**src/rtl/ode_ram_arbiter.sv**
```systemverilog
// Grants one of three requesters the RAM bank and steers its beats onto the bank bus. Reads return one cycle later.
// Option ODE_ARB_BURST_LOCK_EN holds a grant for a whole burst; without it every accepted beat re-arbitrates.
module ode_ram_arbiter #(
    parameter int AW        = 16,
    parameter int DW        = 64,
    parameter int MAX_BURST = 16
) (
    input  logic              clk,
    input  logic              rst,
    input  logic [2:0]        req,
    input  logic [2:0]        wr,
    input  logic [2:0]        last,
    input  logic [3*AW-1:0]   addr,
    input  logic [3*DW-1:0]   wdata,
    output logic [2:0]        gnt,
    output logic [2:0]        rvalid,
    output logic [DW-1:0]     rdata,
    output logic [1:0]        ram_wr_rd,
    output logic [AW-1:0]     ram_addr,
    output logic [DW-1:0]     ram_wdata,
    input  logic [DW-1:0]     ram_rdata,
    output logic              busy,
    output logic [1:0]        owner
);

    // The state value doubles as the owner index, so IDLE is encoded as 3.
    typedef enum logic [1:0] {
        S_P0   = 2'd0,
        S_P1   = 2'd1,
        S_P2   = 2'd2,
        S_IDLE = 2'd3
    } state_t;

    localparam logic [7:0] BURST_LAST = 8'(MAX_BURST - 1);

    state_t          state;
    state_t          state_nxt;
    state_t          pick;
    logic [1:0]      rr;
    logic [1:0]      rr_alt;
    logic            own_req;
    logic            own_wr;
    logic            own_last;
    logic [AW-1:0]   own_addr;
    logic [DW-1:0]   own_wdata;
    logic            accept;
    logic            grant_end;
    logic            arb_now;
    logic [AW-1:0]   addr_hold;
    logic [DW-1:0]   wdata_hold;
    logic [2:0]      rvalid_q;

    always_comb begin
        own_req   = 1'b0;
        own_wr    = 1'b0;
        own_last  = 1'b0;
        own_addr  = '0;
        own_wdata = '0;
        if (state != S_IDLE) begin
            own_req   = req[state];
            own_wr    = wr[state];
            own_last  = last[state];
            own_addr  = addr[int'(state)*AW +: AW];
            own_wdata = wdata[int'(state)*DW +: DW];
        end
    end

    assign accept = own_req;

`ifdef ODE_ARB_BURST_LOCK_EN
    logic [7:0] beat_cnt;

    assign grant_end = (state != S_IDLE) &&
                       (!own_req || own_last || (beat_cnt == BURST_LAST));

    always_ff @(posedge clk) begin
        if (rst)
            beat_cnt <= '0;
        else if (grant_end)
            beat_cnt <= '0;
        else if (accept)
            beat_cnt <= beat_cnt + 8'd1;
    end
`else
    logic unused_cfg;

    // A held grant either takes a beat or is withdrawn, so it always ends here.
    assign grant_end  = (state != S_IDLE);
    assign unused_cfg = ^{own_last, BURST_LAST};
`endif

    assign arb_now = (state == S_IDLE) || grant_end;
    assign rr_alt  = 2'd3 - rr;

    // Port 0 first, then the round-robin preferred port, then the other one.
    always_comb begin
        pick = S_IDLE;
        if (req[0])
            pick = S_P0;
        else if (req[rr])
            pick = state_t'(rr);
        else if (req[rr_alt])
            pick = state_t'(rr_alt);
    end

    always_ff @(posedge clk) begin
        if (rst)
            state <= S_IDLE;
        else
            state <= state_nxt;
    end

    always_comb begin
        state_nxt = state;
        if (arb_now)
            state_nxt = pick;
    end

    always_comb begin
        gnt       = 3'b000;
        ram_wr_rd = 2'b00;
        ram_addr  = addr_hold;
        ram_wdata = wdata_hold;
        busy      = (state != S_IDLE);
        owner     = state;
        if (state != S_IDLE)
            gnt[state] = 1'b1;
        if (accept) begin
            ram_wr_rd = {own_wr, ~own_wr};
            ram_addr  = own_addr;
            ram_wdata = own_wdata;
        end
    end

    always_ff @(posedge clk) begin
        if (rst)
            rr <= 2'd1;
        else if (arb_now && (pick == S_P1))
            rr <= 2'd2;
        else if (arb_now && (pick == S_P2))
            rr <= 2'd1;
    end

    always_ff @(posedge clk) begin
        if (rst) begin
            addr_hold  <= '0;
            wdata_hold <= '0;
            rvalid_q   <= 3'b000;
        end else begin
            if (accept) begin
                addr_hold  <= own_addr;
                wdata_hold <= own_wdata;
            end
            rvalid_q <= (accept && !own_wr) ? gnt : 3'b000;
        end
    end

    assign rvalid = rvalid_q;
    assign rdata  = ram_rdata;

endmodule
```
**config.mk**
```make
export PLATFORM = sky130hd
export DESIGN_NAME = ode_ram_arbiter
export DESIGN_NICKNAME = d
export VERILOG_FILES = /design/src/rtl/ode_ram_arbiter.sv
export SDC_FILE = /design/constraint.sdc
export NUM_CORES = 1
export LEC_CHECK = 0
export CORE_AREA = 10 10 173 175
export CTS_CLUSTER_SIZE = 10
export DETAILED_ROUTE_END_ITERATION = 8
export DIE_AREA = 0 0 183 185
export PLACE_DENSITY = 0.68
export RECOVER_POWER = 25
export SYNTH_ARGS = -nofsm -noshare
export SYNTH_HDL_FRONTEND = slang
export SYNTH_SLANG_ARGS = --single-unit
```
**constraint.sdc**
```tcl
create_clock -name clk -period 3.1 [get_ports clk]
set_clock_uncertainty 0.1 [all_clocks]
set_input_delay 0.31 -clock clk [delete_from_list [all_inputs] [get_ports clk]]
set_output_delay 0.31 -clock clk [all_outputs]
set_load 0.02 [all_outputs]
```
After elaboration in Yosys (flattened, before gate mapping)
Cells that the tools add are included.

Shifts and indexed selects: 2. Reduce and logical (&&, ||, !) cells: 8. Muxes and demuxes: 23. Order comparisons: 4. Bitwise operators: 2. Eq/ne operators: 4. Add/sub/neg operators: 1.

Operators by type and width (count): $shiftx A192 B9 Y64 (1); $mux W64 (2); $shiftx A48 B7 Y16 (1); $mux W16 (2); $mux W2 (6); $lt A2 B3 Y1 const B (3); $bmux W1 S2 (4); $mux W1 (7); $eq A2 B2 Y1 const B (2); $logic_and A1 B1 Y1 (4); $mux W3 (1); $demux W1 S2 (1); $eq A2 B1 Y1 const B (1); $ge A2 B1 Y1 const B (1); $ne A2 B2 Y1 const B (1); $not A1 Y1 (2); $reduce_bool A2 Y1 (1); $reduce_or A2 Y1 (1); $sub A2 B2 Y2 const A (1); $logic_not A1 Y1 (1); $logic_or A1 B1 Y1 (1).

Input port bits: 315. Logic and storage cells: 49. Flip-flop bits (word level): 87. Output and inout port bits: 155.

Longest topological paths before layout
Gate-level depths: netlist (run 1).

Depth in word-level cells: 10. Depth in mapped cells: 8. Depth with buffers taken out: 7.

Least setup slack after synthesis (run 1)
No wires, ideal clock.

Path kind: register to output. Start point: reg state[1] (netlist: owner[1]). End point: out ram_addr[0]. Stages on the path, launching flop included: 8. Setup slack: 827 ps. Required time: 2690 ps. Arrival time: 1863 ps. Path buffers: 4. Cells stage by stage: dfxtp_1 buf_4 mux2_4 a21o_1 buf_6 buf_6 buf_2 a22oi_1.

Word-level cells in the longest chain between the ends: 4. Elaborated cells on any way between the ends: 7. Those cells by class: eq/ne (1); shift (1); mux (5).

Ends and longest elaborated chain: from (decl) (line 36) `state_t state;`; from (signal assigned) (line 110) `state <= state_nxt;`; branches (longest 3 deep; another with $shiftx A48 B7 Y16); $mux W16 *; to (decl) (line 19) `output logic [AW-1:0] ram_addr,`.

Mark *: on every way between the ends. The select of a mux whose other input is x is not followed.

Worst setup path after layout (run 1)
Start point: reg state[1] (netlist: owner[1]). End point: out ram_wdata[8].

Word-level cells in the longest chain between the ends: 4. Elaborated cells on any way between the ends: 7. Those cells by class: eq/ne (1); shift (1); mux (5).

Ends and longest elaborated chain: branches (longest 3 deep; another with $shiftx A192 B9 Y64); $mux W64 *; to (decl) (line 20) `output logic [DW-1:0] ram_wdata,`.

Marks and branches as above.

==> results of run 1 <==
kinds of logic after synthesis:
logic type,count (synthesis),synth area share [%]
mux,84,15.8
flops,87,29.0
compound gates,247,33.4
simple gates,99,6.94
buf+inv,149,14.4
fa+ha+maj,2,0.417
worst max path at each step:
stage / start / endpoint / slack [ns] / cells after the start
2_1_floorplan: owner[1] / ram_addr[0] / 0.83 / 7
3_5_place_dp: req[2] / ram_wdata[10] / 0.13 / 7
6_report: owner[1] / ram_wdata[8] / 0.10 / 6
5_1_grt: owner[1] / ram_wdata[19] / -0.001 / 6
4_1_cts: owner[1] / ram_wdata[8] / 0.07 / 6
3_3_place_gp: req[2] / ram_wdata[25] / 0.13 / 7
per-stage QoR:
| stage | hold WS [ns] | total power, mW | setup slack (ns) |
|---|---|---|---|
| final | 0.458 | 4.31 | 0.101 |
| after global routing | 0.487 | 4.55 | -0.00124 |
| after CTS | 0.461 | 4.40 | 0.0690 |
| after detailed placement | 0.446 | 3.15 | 0.133 |
| after global placement | 0.438 | 3.13 | 0.129 |
| after floorplan | 0.403 | 2.37 | 0.827 |
final cells by class:
class / instances / area, um^2 / share of cell area, %
Inverter: 3 / 11.3 / 0.117
Clock inverter: 3 / 47.5 / 0.492
Multi-Input combinational cell: 432 / 3420 / 35.4
Clock buffer: 13 / 282 / 2.91
Sequential cell: 87 / 1750 / 18.1
Tap cell: 341 / 427 / 4.42
Timing Repair Buffer: 367 / 3730 / 38.6
layer usage:
metal | track usage, % | vias to the layer above
li1 | - | 3002
met1 | 13.6 | 2965
met2 | 23.6 | 264
met3 | 4.86 | 68
met4 | 6.66 | 0
met5 | 0 | -
what timing repair did:
action | CTS | global route
endpoints found under the setup margin | 13 | 3
pin swaps | 0 | 0
resized for setup | 1 | 3
buffers inserted | 0 | 0
flip-flops by register name (all words and copies together), names as in the netlist:
signal / flops
addr_hold: 16
rvalid: 3
wdata_hold: 64
owner: 2
rr: 2
cell usage in the layout, fill, tap and decap left out, types with 2 or more instances in the layout:
cell type and instances:
clkdlybuf4s50_1 334, a22oi_1 160, dfxtp_1 85, nor2_1 83, mux2_2 80, a221oi_1 71
buf_4 20, clkbuf_16 10, buf_12 10, a221oi_2 9, mux2i_1 3, nor2b_1 3
nor4b_1 3, dlymetal6s2s_1 3, nand2_1 2, inv_1 2, nor3b_1 2, o21ai_0 2
and2_1 2, a21o_1 2, ha_1 2, clkbuf_8 2, clkinv_4 2
critical path: stages, from the launching register on:
cell	delay, ns
dfxtp_4	0.41
mux2_4	0.34
a21o_4	0.32
buf_12	0.19
buf_4	0.16
a22oi_1	0.15
clkdlybuf4s50_1	0.65
power by group through the flow:
stage               clock (mW)  combinational [mW]  sequential [mW]
finish                    1.20                1.85             1.26
global route              1.30                1.98             1.27
CTS                       1.27                1.87             1.26
detailed placement           0                1.86             1.29
global placement             0                1.85             1.28
floorplan                    0                1.09             1.28
==> results.cfg, run 1 <==
[drt]
drtAntennaViolNets = 0
avgRoutedWirePerCell_um = 19.7
drt-initial-drc-count = 302
top_layer = met4
wl_met3_um = 2060
vias = 6299
drc = 0
viasPerCell = 5.06
wl_met1_um = 9150
wirelength_um = 24600
drt-pass1-iter-count = 4
routed-wl-met2_um = 12500

[cts]
postCtsHoldBufs = 0
clock_path_buffers = 2
cts_tree = built
root_buffer = clkbuf_16
insertion_delay_ns = 0.34
clock_sinks = 87
clkTransAtPathRegs_ns = 0.07
numCtsBuffers = 9
htree_levels = 3

[critical_path]
cp.required_ns = 2.69
r2r_slack_ns = 0.97
regToRegStartpoint = owner[0]
endpoint_kind = output pin
worstSetupStartpointType = register
r2r_cells = 5
crit_arrival_ns = 2.59
worst-setup-path-type = register to output pin
r2r-end = rvalid[1]
cp_max_fo = 26

[pwr]
power.density_nw_per_um2 = 446
vdd_ir_drop_max_mv = 0.242
p_int_mw = 2.92
p_seq_share_pct = 29.3
clock_power_share_pct = 27.9
p_switching_mw = 1.39
swShare_pct = 32.2
combPwrFrac_pct = 42.8
p_leak_nw = 3.49

[die]
die_h_um = 185
io_pins = 470
die_x_um = 183
die-area_um2 = 33900
start_util_pct = 22.6
num_rows = 60
coreArea_um2 = 26600

[layout]
drive_gt1_share_pct = 15.7
design_area_um2 = 9660
final.fill_count = 2728
area_growth_syn_to_layout_pct = 61.0
post-route-util_pct = 36.4
antenna_cells = 0
finalNonFillerCells = 1246
final_nets = 1217

[grt]
grt_overflow = 0
grt_usage_pct = 13.3
grt_antenna_before_repair = 0
grt_pass1_vias = 6348
grt_max_degree = 88
grt_pass1_wl_um = 35600

[synthesis]
netlist-cell-type-count = 26
synth_top_area_share_pct = 29.0
synth_area_um2 = 6000
synth.area.top_cells = dfxtp_1 (29%), a22oi_1 (20%), mux2_2 (15%)
synthFlopType = dfxtp_1
synth-edff-count = 0
synth_cells = 668
yosys_register_bits = 87
syn_nets = 985
synth_warnings = 0
ys_seq_area_share_pct = 29.0
synth_common_cells = a22oi_1 (160), dfxtp_1 (87), nor2_1 (83), mux2_2 (80), a221oi_1 (71)
async_flop_share_pct = 0
yosysMostFrequentCell = a22oi_1
synth_area_leader_cell = dfxtp_1
avgSynthCellArea_um2 = 8.98

[place]
dp_cells = 1230
io_buffers = 338
place_area_um2 = 9330
dp_hpwl_um = 19200
routabilityCongestion = 0.778

[timing]
fmax_ghz = 0.333
hold_violations = 0
setup_viol = 0
slew_headroom_pct = 31.8
min_period_over_period_pct = 96.7
min_period_ns = 3.00
final_max_slew_viol_count = 0
worst_slew_pin_slew_ns = 1.02
tns_ns = 0

[hold_path]
hp-class = register to register
holdPathStages = 2
whs_endpoint = rr[0]
hp-start = rr[0]

[run]
maxCapViolCount = 0

[outcome]
status = finished, final reports clean
No activity file was read; power rests on OpenSTA's default activity.
==> inputs of run 2 (changes only) <==
CORE_AREA = default   (was 10 10 173 175)
CORE_ASPECT_RATIO = 0.5   (was default)
CORE_MARGIN = 10   (was default)
CORE_UTILIZATION = 25   (was default)
DIE_AREA = default   (was 0 0 183 185)
PLACE_DENSITY = 0.72   (was 0.68)
RECOVER_POWER = 50   (was 25)
==> run 2 against run 1 <==
Flip-flop and latch count is the same. Die area shrank 8.5%. Wire length grew 6.4%. Largest power group unchanged. Sequential power is essentially flat. Count of clock-buffer cells in the layout shrank 1. Largest cell class unchanged. Highest routed layer unchanged.
==> results.cfg, run 2 (synthesis results as in run 1) <==
[layout]
seqCellArea_um2 = 1750
regMostFlops = wdata_hold
multi_input_area_um2 = 3420
drive_gt1_share_pct = 16.2
area_growth_syn_to_layout_pct = 60.3
largest_reg_flops = 64
finalNonFillerCells = 1210
final.fill_count = 2291
final_nets = 1214
mostFrequentLayoutCell = clkdlybuf4s50_1
layout_common_cells = clkdlybuf4s50_1 (326), a22oi_1 (160), dfxtp_1 (85)

[grt]
grt_max_degree = 88
grt_pass1_vias = 6407
grt_pass1_wl_um = 37700
grt_antenna_before_repair = 2
grt_overflow = 0
grt_usage_pct = 15.6

[timing]
final_max_slew_viol_count = 0
min_period_ns = 2.94
fmax_ghz = 0.340
hold_violations = 0
min_period_over_period_pct = 95.0
setup_viol = 0
tns_ns = 0
slew_headroom_pct = 33.2
rsz0062_at_grt = false
worst_slew_pin_slew_ns = 1.00

[hold_path]
hp-start = addr_hold[12]
hp-class = register to register

[cts]
postCtsSetupBuffers = 0
cts_tree = built
htree_levels = 3
insertion_delay_ns = 0.34
clkTransAtPathRegs_ns = 0.07
root_buffer = clkbuf_16
numCtsBuffers = 9
clock_path_buffers = 2
clock_sinks = 87

[pwr]
power.density_nw_per_um2 = 442
p_switching_mw = 1.41
swShare_pct = 33.1
combPwrFrac_pct = 44.6
p_int_mw = 2.84
p_seq_share_pct = 29.7
p_leak_nw = 3.47
clock_power_share_pct = 25.7
vdd_ir_drop_max_mv = 0.203

[critical_path]
regToRegStartpoint = owner[1]
cp.required_ns = 2.69
cp_max_fo = 15
startpoint = owner[1]
endpoint_kind = output pin
worst-setup-path-type = register to output pin
crit_arrival_ns = 2.53
worstSetupStartpointType = register

[place]
routabilityCongestion = 0.840
io_buffers = 338
dp_hpwl_um = 20900
dp_cells = 1192

[run]
maxCapViolCount = 0

[die]
num_rows = 39
die_h_um = 130
io_pins = 470
start_util_pct = 25.8
die_x_um = 239
coreArea_um2 = 23200
die-area_um2 = 31000

[drt]
drt-pass1-iter-count = 5
viasPerCell = 5.32
vias = 6434
drtAntennaViolNets = 0
drt-initial-drc-count = 522
wirelength_um = 26200
avgRoutedWirePerCell_um = 21.6
drc = 0

[outcome]
status = finished, final reports clean
## run 2: changes by cell type in the layout (fill, tap and decap cells not counted), moves of 2 or more
cell,delta
clkinvlp_4,+2
diode_2,+2
dlymetal6s2s_1,-3
dlygate4sd3_1,+3
clkinv_4,-2
buf_12,+6
buf_4,-3
clkdlybuf4s50_1,-8
## run 2: final cells by class
type	instances	share of cell area, %
timing repair buffer	363	38.9
multi-input combinational	433	35.6
sequential	87	18.2
tap	307	3.99
clock buffer	12	2.89
clock inverter	3	0.247
inverter	3	0.117
antenna	2	0.0520
## run 2: routing by layer
layer / track usage, % / vias to the layer above / share of wire, %
li1: - / 3006 / -
met5: 0 / - / 0
met3: 2.73 / 17 / 3.1
met2: 31.1 / 137 / 58
met1: 17.0 / 3274 / 38
met4: 3.31 / 0 / 0.78
## run 2: worst paths after layout
check,endpoint,slack [ns],cells after the start
setup / recovery,ram_wdata[13],0.16,5
hold / removal,addr_hold[12],0.47,2
setup reg to reg,wdata_hold[14],1.16,5
hold reg to reg,addr_hold[12],0.47,2
## run 2: power by group through the flow
stage / logic, mW / clock network, mW / registers (mW)
2_1_floorplan: 1.09 / 0 / 1.28
3_3_place_gp: 1.87 / 0 / 1.28
3_5_place_dp: 1.90 / 0 / 1.29
4_1_cts: 1.92 / 1.13 / 1.26
5_1_grt: 2.02 / 1.17 / 1.27
6_report: 1.90 / 1.09 / 1.26
## run 2: timing repair
action	in CTS	in global routing
resized for setup	0	1
endpoints found under the setup margin	20	22
hold buffers	0	0
gates cloned	1	0
## run 2: stage by stage
step / total power, mW / worst slack [ns] / utilization (%) / hold slack [ns] / instance area (um^2)
floorplan: 2.37 / 0.827 / - / 0.403 / 6000
finish: 4.25 / 0.156 / 41.4 / 0.470 / 9620
global placement: 3.16 / 0.129 / 40.1 / 0.435 / 9310
global route: 4.46 / 0.0202 / 41.4 / 0.494 / 9620
detailed placement: 3.19 / 0.115 / 40.1 / 0.458 / 9310
CTS: 4.31 / 0.0119 / 41.4 / 0.470 / 9620
## run 2: critical path: stages, from the launching register on
cell and delay, ns:
dfxtp_4 0.39, mux2_4 0.35, a21o_4 0.33, clkbuf_1 0.24, a22oi_1 0.20, clkdlybuf4s50_1 0.67
==> patch: new RTL, flow settings as in run 1 <==
The option `ODE_ARB_BURST_LOCK_EN` is turned on by a define.
--- a/src/rtl/ode_ram_arbiter.sv
+++ b/src/rtl/ode_ram_arbiter.sv
@@ -2,2 +2,4 @@
 // Option ODE_ARB_BURST_LOCK_EN holds a grant for a whole burst; without it every accepted beat re-arbitrates.
+`define ODE_ARB_BURST_LOCK_EN
+
 module ode_ram_arbiter #(
Behaviour: not the same (Yosys sat finds a counterexample within 4 cycles, from zero or initial values and one cycle with rst high).
==> patch against run 1 <==
- power about the same
- design area is essentially flat
- sequential cell count increased by 8
- global-route usage grew 0.084 points
- worst hold slack worse by 64 ps
- area after synthesis is 0.73% lower
- critical path depth stayed put
- setup slack gained 19 ps
- wire length is 2.0% lower
- final cell count decreased by 4.2%
==> patch: results (changes against run 1) <==
min-delay src beat_cnt[7]$_SDFFE_PP0N_ (was rr[0]$_SDFFE_PP1P_); vias in the first global route 5,599 (was 6,348); Worst Tran Pin Value 557 ps (was 1020 ps); Sw Pwr 1.34 mW (was 1.39 mW); drt first-iter violations 202 (was 302); antenna violations before repair 2 (was 0); Hold Slack 394 ps (was 458 ps); WP data arrival 2570 ps (was 2590 ps); nets@finish 1,162 (was 1,217); hpwl dp 19,000 um (was 19,200 um); synth cell count leaders dfxtp_1, mux2i_1, and2_1, o2bb2ai_1, mux2_2 (was a22oi_1, dfxtp_1, nor2_1, mux2_2, a221oi_1); sequential fraction of the synthesis area 31.9% (was 29.0%); power share of the clock group 30.2% (was 27.9%); DR vias 5,314 (was 6,299); wirelength, routed 24,100 um (was 24,600 um); Peak VDD IR 0.000265 V (was 0.000242 V); Post-Synthesis Net Count 912 (was 985); I/O Buffers 341 (was 338); WHS Endpoint beat_cnt[7]$_SDFFE_PP0N_ (was rr[0]$_SDFFE_PP1P_); Synth area leaders dfxtp_1, mux2i_1, mux2_2 (was dfxtp_1, a22oi_1, mux2_2); reg2reg setup slack 1000 ps (was 970 ps); status finished, final reports clean (unchanged); Reg2Reg Launch Point owner[0]$_SDFFE_PP1P_ (was owner[0]$_SDFF_PP1_); synth unique cells 39 (was 26); gr usage total 13.4% (was 13.3%)
==> patch: metrics by stage <==
step	power (mW)	std cells	utilization, %	cell area, sq um	setup slack (ps)
floorplan	2.34	596	-	5960	895
global placement	3.04	1176	35.0	9310	181
detailed placement	3.05	1176	35.0	9310	141
CTS	4.40	1192	36.3	9650	133
global route	4.54	1193	36.3	9650	3.30
finish	4.31	1194	36.3	9650	120
==> patch: worst register-to-register path, stage by stage (launching register included) <==
cell and delay, ps:
dfxtp_4 420, buf_12 280, mux2i_1 380, o22a_1 360
nand2_1 120, a311o_1 330
==> patch: worst max-delay path by stage <==
| stage | from | to |
|---|---|---|
| detailed placement | req[0] | ram_wdata[57] |
| floorplan | owner[0]$_SDFFE_PP1P_ | ram_wdata[42] |
| global route | owner[0]$_SDFFE_PP1P_ | ram_wr_rd[0] |
| global placement | req[0] | ram_addr[2] |
| finish | req[0] | ram_addr[2] |
| CTS | req[0] | ram_wdata[57] |
==> patch: cell type report <==
cell class	count	share of cell area, %
multi-input combinational	386	35.0
clock inverter	5	0.894
inverter	3	0.117
tap	341	4.42
clock buffer	11	2.62
sequential	95	19.8
antenna	2	0.0518
timing repair buffer	351	37.2
==> patch: logic make-up after synthesis <==
group                    after synthesis  share of synthesized area (%)
multiplexers                         164                           29.2
buffers and inverters                115                           11.7
AND/OR/NAND/NOR                      114                           11.7
flip-flops                            95                           31.9
adder cells (fa/ha/maj)                1                          0.210
AO/OA/AOI/OAI                        106                           15.1
XOR/XNOR                               1                          0.147
==> patch: metal layers <==
| metal | track usage, % | part of all wire, % | vias up |
|---|---|---|---|
| met5 | 0 | 0 | - |
| met2 | 23.0 | 50 | 203 |
| met4 | 5.70 | 3.3 | 0 |
| li1 | - | - | 2601 |
| met3 | 5.66 | 9.3 | 67 |
| met1 | 14.2 | 38 | 2443 |
